File: src/rtl/int_to_float.sv
// Multi-cycle signed 32-bit integer to IEEE-754 single converter.
// Normalizes by one left shift per cycle, then rounds and packs the result.
module int_to_float #(
  parameter int unsigned ROUND_MODE = 1
) (
  input  logic        clk,
  input  logic        reset,
  input  logic        start,
  input  logic [31:0] in_int,
  output logic [31:0] result,
  output logic        busy,
  output logic        done
);

  localparam int unsigned INT_W  = 32;
  localparam int unsigned EXP_W  = 8;
  localparam int unsigned MANT_W = 23;
  localparam logic [EXP_W-1:0] EXP_START = EXP_W'(127 + 31);

  typedef enum logic [1:0] {
    IDLE,
    NORM,
    ROUND
  } state_t;

  state_t              state;
  logic                sign;
  logic [INT_W-1:0]    mag;
  logic [EXP_W-1:0]    exp_q;

  logic [INT_W-1:0]    abs_in;
  logic [MANT_W-1:0]   mant;
  logic                guard;
  logic                sticky;
  logic                round_up;
  logic [MANT_W:0]     mant_sum;
  logic [EXP_W-1:0]    exp_rnd;

  // Two's-complement magnitude; the most negative value wraps to 2^31, which is exact.
  assign abs_in = in_int[INT_W-1] ? INT_W'(-in_int) : in_int;

  // Rounding of the normalized magnitude (hidden bit is mag[31]).
  assign mant     = mag[30:8];
  assign guard    = mag[7];
  assign sticky   = |mag[6:0];
  assign round_up = (ROUND_MODE != 0) && guard && (sticky || mant[0]);
  assign mant_sum = {1'b0, mant} + (MANT_W+1)'(round_up);
  assign exp_rnd  = exp_q + EXP_W'(mant_sum[MANT_W]);

  always_ff @(posedge clk) begin
    if (reset) begin
      state  <= IDLE;
      sign   <= 1'b0;
      mag    <= '0;
      exp_q  <= '0;
      result <= '0;
      busy   <= 1'b0;
      done   <= 1'b0;
    end else begin
      done <= 1'b0;
      case (state)
        IDLE: begin
          if (start) begin
            sign  <= in_int[INT_W-1];
            mag   <= abs_in;
            exp_q <= EXP_START;
            busy  <= 1'b1;
            state <= NORM;
          end
        end
        NORM: begin
          if (mag == '0) begin
            // Zero converts to +0 regardless of the sampled sign.
            result <= '0;
            done   <= 1'b1;
            busy   <= 1'b0;
            state  <= IDLE;
          end else if (!mag[INT_W-1]) begin
            mag   <= {mag[INT_W-2:0], 1'b0};
            exp_q <= exp_q - EXP_W'(1);
          end else begin
            state <= ROUND;
          end
        end
        ROUND: begin
          // A carry out of the mantissa leaves it all-zero and bumps the exponent.
          result <= {sign, exp_rnd, mant_sum[MANT_W-1:0]};
          exp_q  <= exp_rnd;
          done   <= 1'b1;
          busy   <= 1'b0;
          state  <= IDLE;
        end
        default: begin
          state <= IDLE;
          busy  <= 1'b0;
        end
      endcase
    end
  end

endmodule

File: config.mk
export PLATFORM = sky130hd
export DESIGN_NAME = int_to_float
export DESIGN_NICKNAME = d
export VERILOG_FILES = /design/src/rtl/int_to_float.sv
export SDC_FILE = /design/constraint.sdc
export NUM_CORES = 1
export LEC_CHECK = 0
export BUFFER_PORTS_ARGS = -buffer_cell sky130_fd_sc_hd__buf_4
export CORE_MARGIN = 2
export CORE_UTILIZATION = 40
export CTS_CLUSTER_SIZE = 28
export DETAILED_ROUTE_END_ITERATION = 12
export PLACE_DENSITY = 0.67
export SLEW_MARGIN = 15
export SYNTH_ARGS = -nofsm -noshare
export SYNTH_HDL_FRONTEND = slang
export SYNTH_SLANG_ARGS = --single-unit
File: constraint.sdc
create_clock -name clk -period 3.39 [get_ports clk]
set_input_delay 1.017 -clock clk [delete_from_list [all_inputs] [get_ports clk]]
set_output_delay 1.017 -clock clk [all_outputs]
set_load 0.02 [all_outputs]
# [Yosys cells after proc, flatten, opt, wreduce, memory -nomap -nowiden]
# Index checks and enable logic that the tools add are counted.
[word_totals] in_bits=35 out_inout_bits=34 register_bits=77 word_cells=54
[op_classes] mux=20 addsub=4 eq_ne=7 reduce_logical=15
[ops] operator="two-way mux 32 bit" count=5
[ops] operator="one-hot mux 32 bit (2 select lines)" count=2
[ops] operator="logical NOT 32 bit" count=1
[ops] operator="negator 32 bit" count=1
[ops] operator="adder 23 x 1 -> 24 bit" count=1
[ops] operator="two-way mux 8 bit" count=3
[ops] operator="one-hot mux 8 bit (3 select lines)" count=1
[ops] operator="adder 8 x 1 -> 8 bit" count=1
[ops] operator="!= test 2 bit (second input constant)" count=4
[ops] operator="AND reduction 2 bit" count=4
[ops] operator="AND reduction 4 bit" count=2
[ops] operator="subtractor 8 x 1 -> 8 bit (second input constant)" count=1
[ops] operator="OR reduction 7 bit" count=1
[ops] operator="two-way mux 2 bit" count=3
[ops] operator="one-hot mux 1 bit (2 select lines)" count=2
[ops] operator="one-hot mux 2 bit (2 select lines)" count=1
[ops] operator="nonzero test 2 bit" count=2
[ops] operator="two-way mux 1 bit" count=3
[ops] operator="!= test 3 bit (second input constant)" count=1
[ops] operator="AND reduction 3 bit" count=1
[ops] operator="nonzero test 3 bit" count=1
[ops] operator="equality test 2 x 1 -> 1 bit (second input constant)" count=1
[ops] operator="equality test 2 bit (second input constant)" count=1
[ops] operator="logical NOT 2 bit" count=1
[ops] operator="other kinds (2)" count=2

# [Logic depth before layout (Yosys ltp)]
[depth] depth_word=6 mapped_depth=14 depth_no_buf=12

# [Least setup slack after synthesis]
# No wires, ideal clock.
[synth_timing] path_type="register to register" start="register mag[17]" end="register exp_q[6]" synth_period_minus_slack_ps=2818 setup_slack_ps=572 stages_incl_launch_ff=15 path_buffers=2 t_required_ps=3289 setup_time_ps=101 t_arrival_ps=2717 cell_sequence="dfxtp_1 clkbuf_1 and4_1 nand2_1 clkbuf_1 nor2_1 nand2_1 nor3_1 ha_1 ha_1 nand2_1 or3_1 a21oi_1 a21oi_1 o41ai_1"
[synth_via] elab_chain_cells=3 word_cells_on_any_way=6 cone_classes="add/sub: 2; eq/ne: 1; mux: 1; reduce/logical: 2"
[synth_rtl] item="start: declaration" line="28" rtl="logic [INT_W-1:0] mag;"
[synth_rtl] item="start signal: assignment" line="65" rtl="mag <= abs_in;"
[synth_rtl] item="start signal: assignment" line="79" rtl="mag <= {mag[INT_W-2:0], 1'b0};"
[synth_rtl] item="adder 23 x 1 -> 24 bit or logical NOT 32 bit (tied branches)" line="47, 72"
[synth_rtl] item="adder 8 x 1 -> 8 bit or != test 2 bit (tied branches)"
[synth_rtl] item="one-hot mux 8 bit (3 select lines) or AND reduction 4 bit (tied branches)"
[synth_rtl] item="end signal: assignment" line="80" rtl="exp_q <= exp_q - EXP_W'(1);"
[synth_rtl] item="end signal: assignment" line="88" rtl="exp_q <= exp_rnd;"
[synth_rtl] item="end: declaration" line="29" rtl="logic [EXP_W-1:0] exp_q;"
# Several ways; a longest one is shown, not always the timed one.
# A chain may end at the register's enable or synchronous reset.

# [Worst setup path after layout]
[layout_timing] start="register mag[18]" end="register exp_q[5]"
# Same word-level chain as after synthesis.

==> flow_summary_export.csv <==
group,metric,value,unit
outcome,status,"finished, final reports clean",
grt,grt_use_met1,33.4,%
placed_design,post-place-ws,0.326,ns
sta,finalMaxSlewViolations,0,
final_layout,final_area,6050,um^2
sta,fmax,326,MHz
drt,drc,0,
synthesis,synth_cell_types,62,
drt,drt_wl_total,14900,um
sta,hold_viol_final,0,
final_layout,layout_common_cells,"buf_4, dfxtp_1, a21oi_1",
sta,post-route-period-util,90.5,%
clocking,cts_buffer_depth,2,
setup_path,endpoint,"exp_q[5]",
sta,setup-tns-final,0,ns
synthesis,ys_seq_area_share,30.4,%
floorplanning,die-width,117,um
setup_path,setup.worst_path.class,"reg2reg",
drt,routedWlPerCell,16.8,um
placed_design,place_hpwl,10700,um
job,maxCapViolCount,0,
floorplanning,fp.dieH,117,um
power_and_ir_drop,swShare,31.3,%
sta,rsz0062_at_grt,"false",
floorplanning,start_util,40.6,%
synthesis,synth_cells,662,
floorplanning,num_rows,41,
synthesis,ys_seq_elements,77,
final_layout,fin_cells,884,
clocking,cts_buffers,9,
setup_path,timing.rr.end,"exp_q[5]",
placed_design,gp_congestion,0.958,
drt,antenna_left,0,
power_and_ir_drop,intPower,1.81,mW
power_and_ir_drop,p_per_area,435,nW/um^2
sta,fin_skew,0.00616,ns
final_layout,syn2layout_area_growth,19.5,%
clocking,root_buffer,"clkbuf_16",
grt,grt_pass1_vias,4790,
setup_path,crit_start,"mag[18]",
clocking,cts_tree,"built",
synthesis,synth-main-ff-cell,"dfxtp_1",
grt,grt_usage,22.7,%
power_and_ir_drop,netSwitchingPower,823,uW
floorplanning,ios,69,
sta,period_minus_slack,3.07,ns
placed_design,dp.cells,868,
power_and_ir_drop,clockPowerShare,36.2,%
clocking,ctsResizeCount,0,
drt,drtIter0Drc,487,
synthesis,async_flop_share,0,%
min_path,hold_path.class,"reg2reg",
clocking,cts_setup_buffers,0,
setup_path,rr_worst_depth,11,
sta,post-route-worst-setup-slack,0.321,ns
grt,grt_start_max_net_pins,73,
min_path,min_path_cells,2,
setup_path,cp-start-kind,"flip-flop",
synthesis,ys_warn_count,0,
clocking,insertion_delay,0.34,ns
synthesis,synthesis.area,5060,um^2
grt,grt_antenna_before_repair,0,
drt,drt-vias-per-instance,6.01,
floorplanning,core,12500,um^2
clocking,holdBufCountCts,0,
final_layout,final_common_cell,"buf_4",
setup_path,cp.required,3.63,ns
grt,grt_overflow,0,
clocking,clkTransAtPathRegs,0.06,ns
setup_path,r2r_slack,0.32,ns
sta,max_slew.worst_pin.slew,0.774,ns
power_and_ir_drop,peakVddDrop,0.000280,V
power_and_ir_drop,p_leak,2.16,nW
drt,routed-via-count,5313,
setup_path,arrival,3.31,ns
final_layout,layout.nets,751,
setup_path,cp_max_fo,8,
sta,setup_violations,0,
synthesis,synth-edff-count,0,
grt,grt_pass1_wl,24600,um
clocking,clkSinkCount,77,
grt,grt_util_met3,3.74,%
clocking,cts_max_level,3,
final_layout,post-route-util,48.5,%
synthesis,synth_area_per_cell,7.65,um^2
grt,busiest_layer,"met2",
drt,drt-pass1-iter-count,5,
sta,max-slew-margin-rel,48.4,%
setup_path,endpoint_kind,"flip-flop",
power_and_ir_drop,p_seq_share,41.1,%
synthesis,syn-num-nets,706,
final_layout,antenna_cells,0,
power_and_ir_drop,combPwrFrac,22.8,%
setup_path,r2r_start,"mag[18]",
final_layout,drive_above_1_share,17.7,%
placed_design,port_buffers,68,
grt,use_met2,34.0,%
placed_design,placed_area,5750,um^2
floorplanning,dieArea,13600,um^2
sequential cells by signal (all words and copies together), names as in the netlist:
| name | flops |
|---|---|
| busy | 1 |
| done | 1 |
| exp_q | 8 |
| mag | 32 |
| result | 32 |
| sign | 1 |
| state | 2 |
final cells by class:
cell class | count | area, um^2
Fill cell | 1213 | 6420
Multi-Input combinational cell | 509 | 3230
Sequential cell | 77 | 1540
Timing Repair Buffer | 92 | 703
Clock buffer | 11 | 243
Tap cell | 172 | 215
Inverter | 18 | 67.6
Clock inverter | 5 | 50.0
layer usage:
layer / part of all wire (%) / vias to the layer above
li1: - / 2570
met1: 48 / 2495
met2: 43 / 225
met3: 7.0 / 23
met4: 1.5 / 0
met5: 0 / -
Yosys cell counts, types with 6 or more instances:
library cell / n / share of area (%)
o31ai_1: 12 / 1.8
mux2i_1: 10 / 2.0
a211oi_1: 13 / 1.9
xnor2_1: 26 / 4.5
a311oi_1: 12 / 2.1
nor4_1: 19 / 2.3
o41ai_1: 7 / 1.2
o31a_1: 7 / 1.2
nor2_1: 38 / 2.8
ha_1: 9 / 2.2
nand2_1: 69 / 5.1
nor2b_1: 12 / 1.5
a22oi_1: 16 / 2.4
nor3_1: 19 / 1.9
o211ai_1: 6 / 0.89
o21ai_0: 29 / 2.9
nand3_1: 35 / 3.5
inv_1: 16 / 1.2
or3_1: 7 / 0.87
o21a_1: 7 / 1.0
a21oi_1: 71 / 7.0
dfxtp_1: 77 / 30
nand4_1: 14 / 1.7
clkbuf_1: 49 / 3.6
cell families (layout without fill, tap and decap cells):
family | count (synthesis) | in the layout | synth area share (%)
simple gates | 247 | 247 | 25.6
compound gates | 211 | 211 | 28.3
flops | 77 | 77 | 30.4
buf+inv | 76 | 126 | 5.83
xor+xnor | 31 | 31 | 5.36
mux | 11 | 11 | 2.20
fa+ha+maj | 9 | 9 | 2.22
power by group through the flow:
| stage | Sequential [mW] | Combinational [mW] | Clock, mW |
|---|---|---|---|
| floorplan | 1.04 | 0.447 | 0 |
| global placement | 1.09 | 0.573 | 0 |
| detailed placement | 1.10 | 0.587 | 0 |
| CTS | 1.08 | 0.591 | 0.971 |
| global route | 1.09 | 0.661 | 1.00 |
| finish | 1.08 | 0.599 | 0.952 |
worst min-delay path by stage:
stage                     from          to  slack, ns
CTS                 result[28]  result[28]       0.45
global route        result[26]  result[26]       0.47
finish              result[28]  result[28]       0.45
floorplan                 sign        sign       0.44
global placement    result[27]  result[27]       0.44
detailed placement   result[2]   result[2]       0.45
worst max-delay path: stages (launching register included):
cell and delay [ns]:
dfxtp_1 0.54, and4_1 0.33, nand2_1 0.11, nor2_1 0.09, nand2_1 0.06, nor3_1 0.25
ha_1 0.23, nand3_1 0.24, or3_1 0.38, a21oi_1 0.27, o211ai_1 0.14, a221oi_1 0.32
through the flow:
stage	power, mW	hold slack, ns
floorplan	1.49	0.436
global placement	1.67	0.440
detailed placement	1.69	0.446
CTS	2.64	0.453
global route	2.76	0.471
finish	2.63	0.450
No activity file was read; power rests on OpenSTA's default activity.
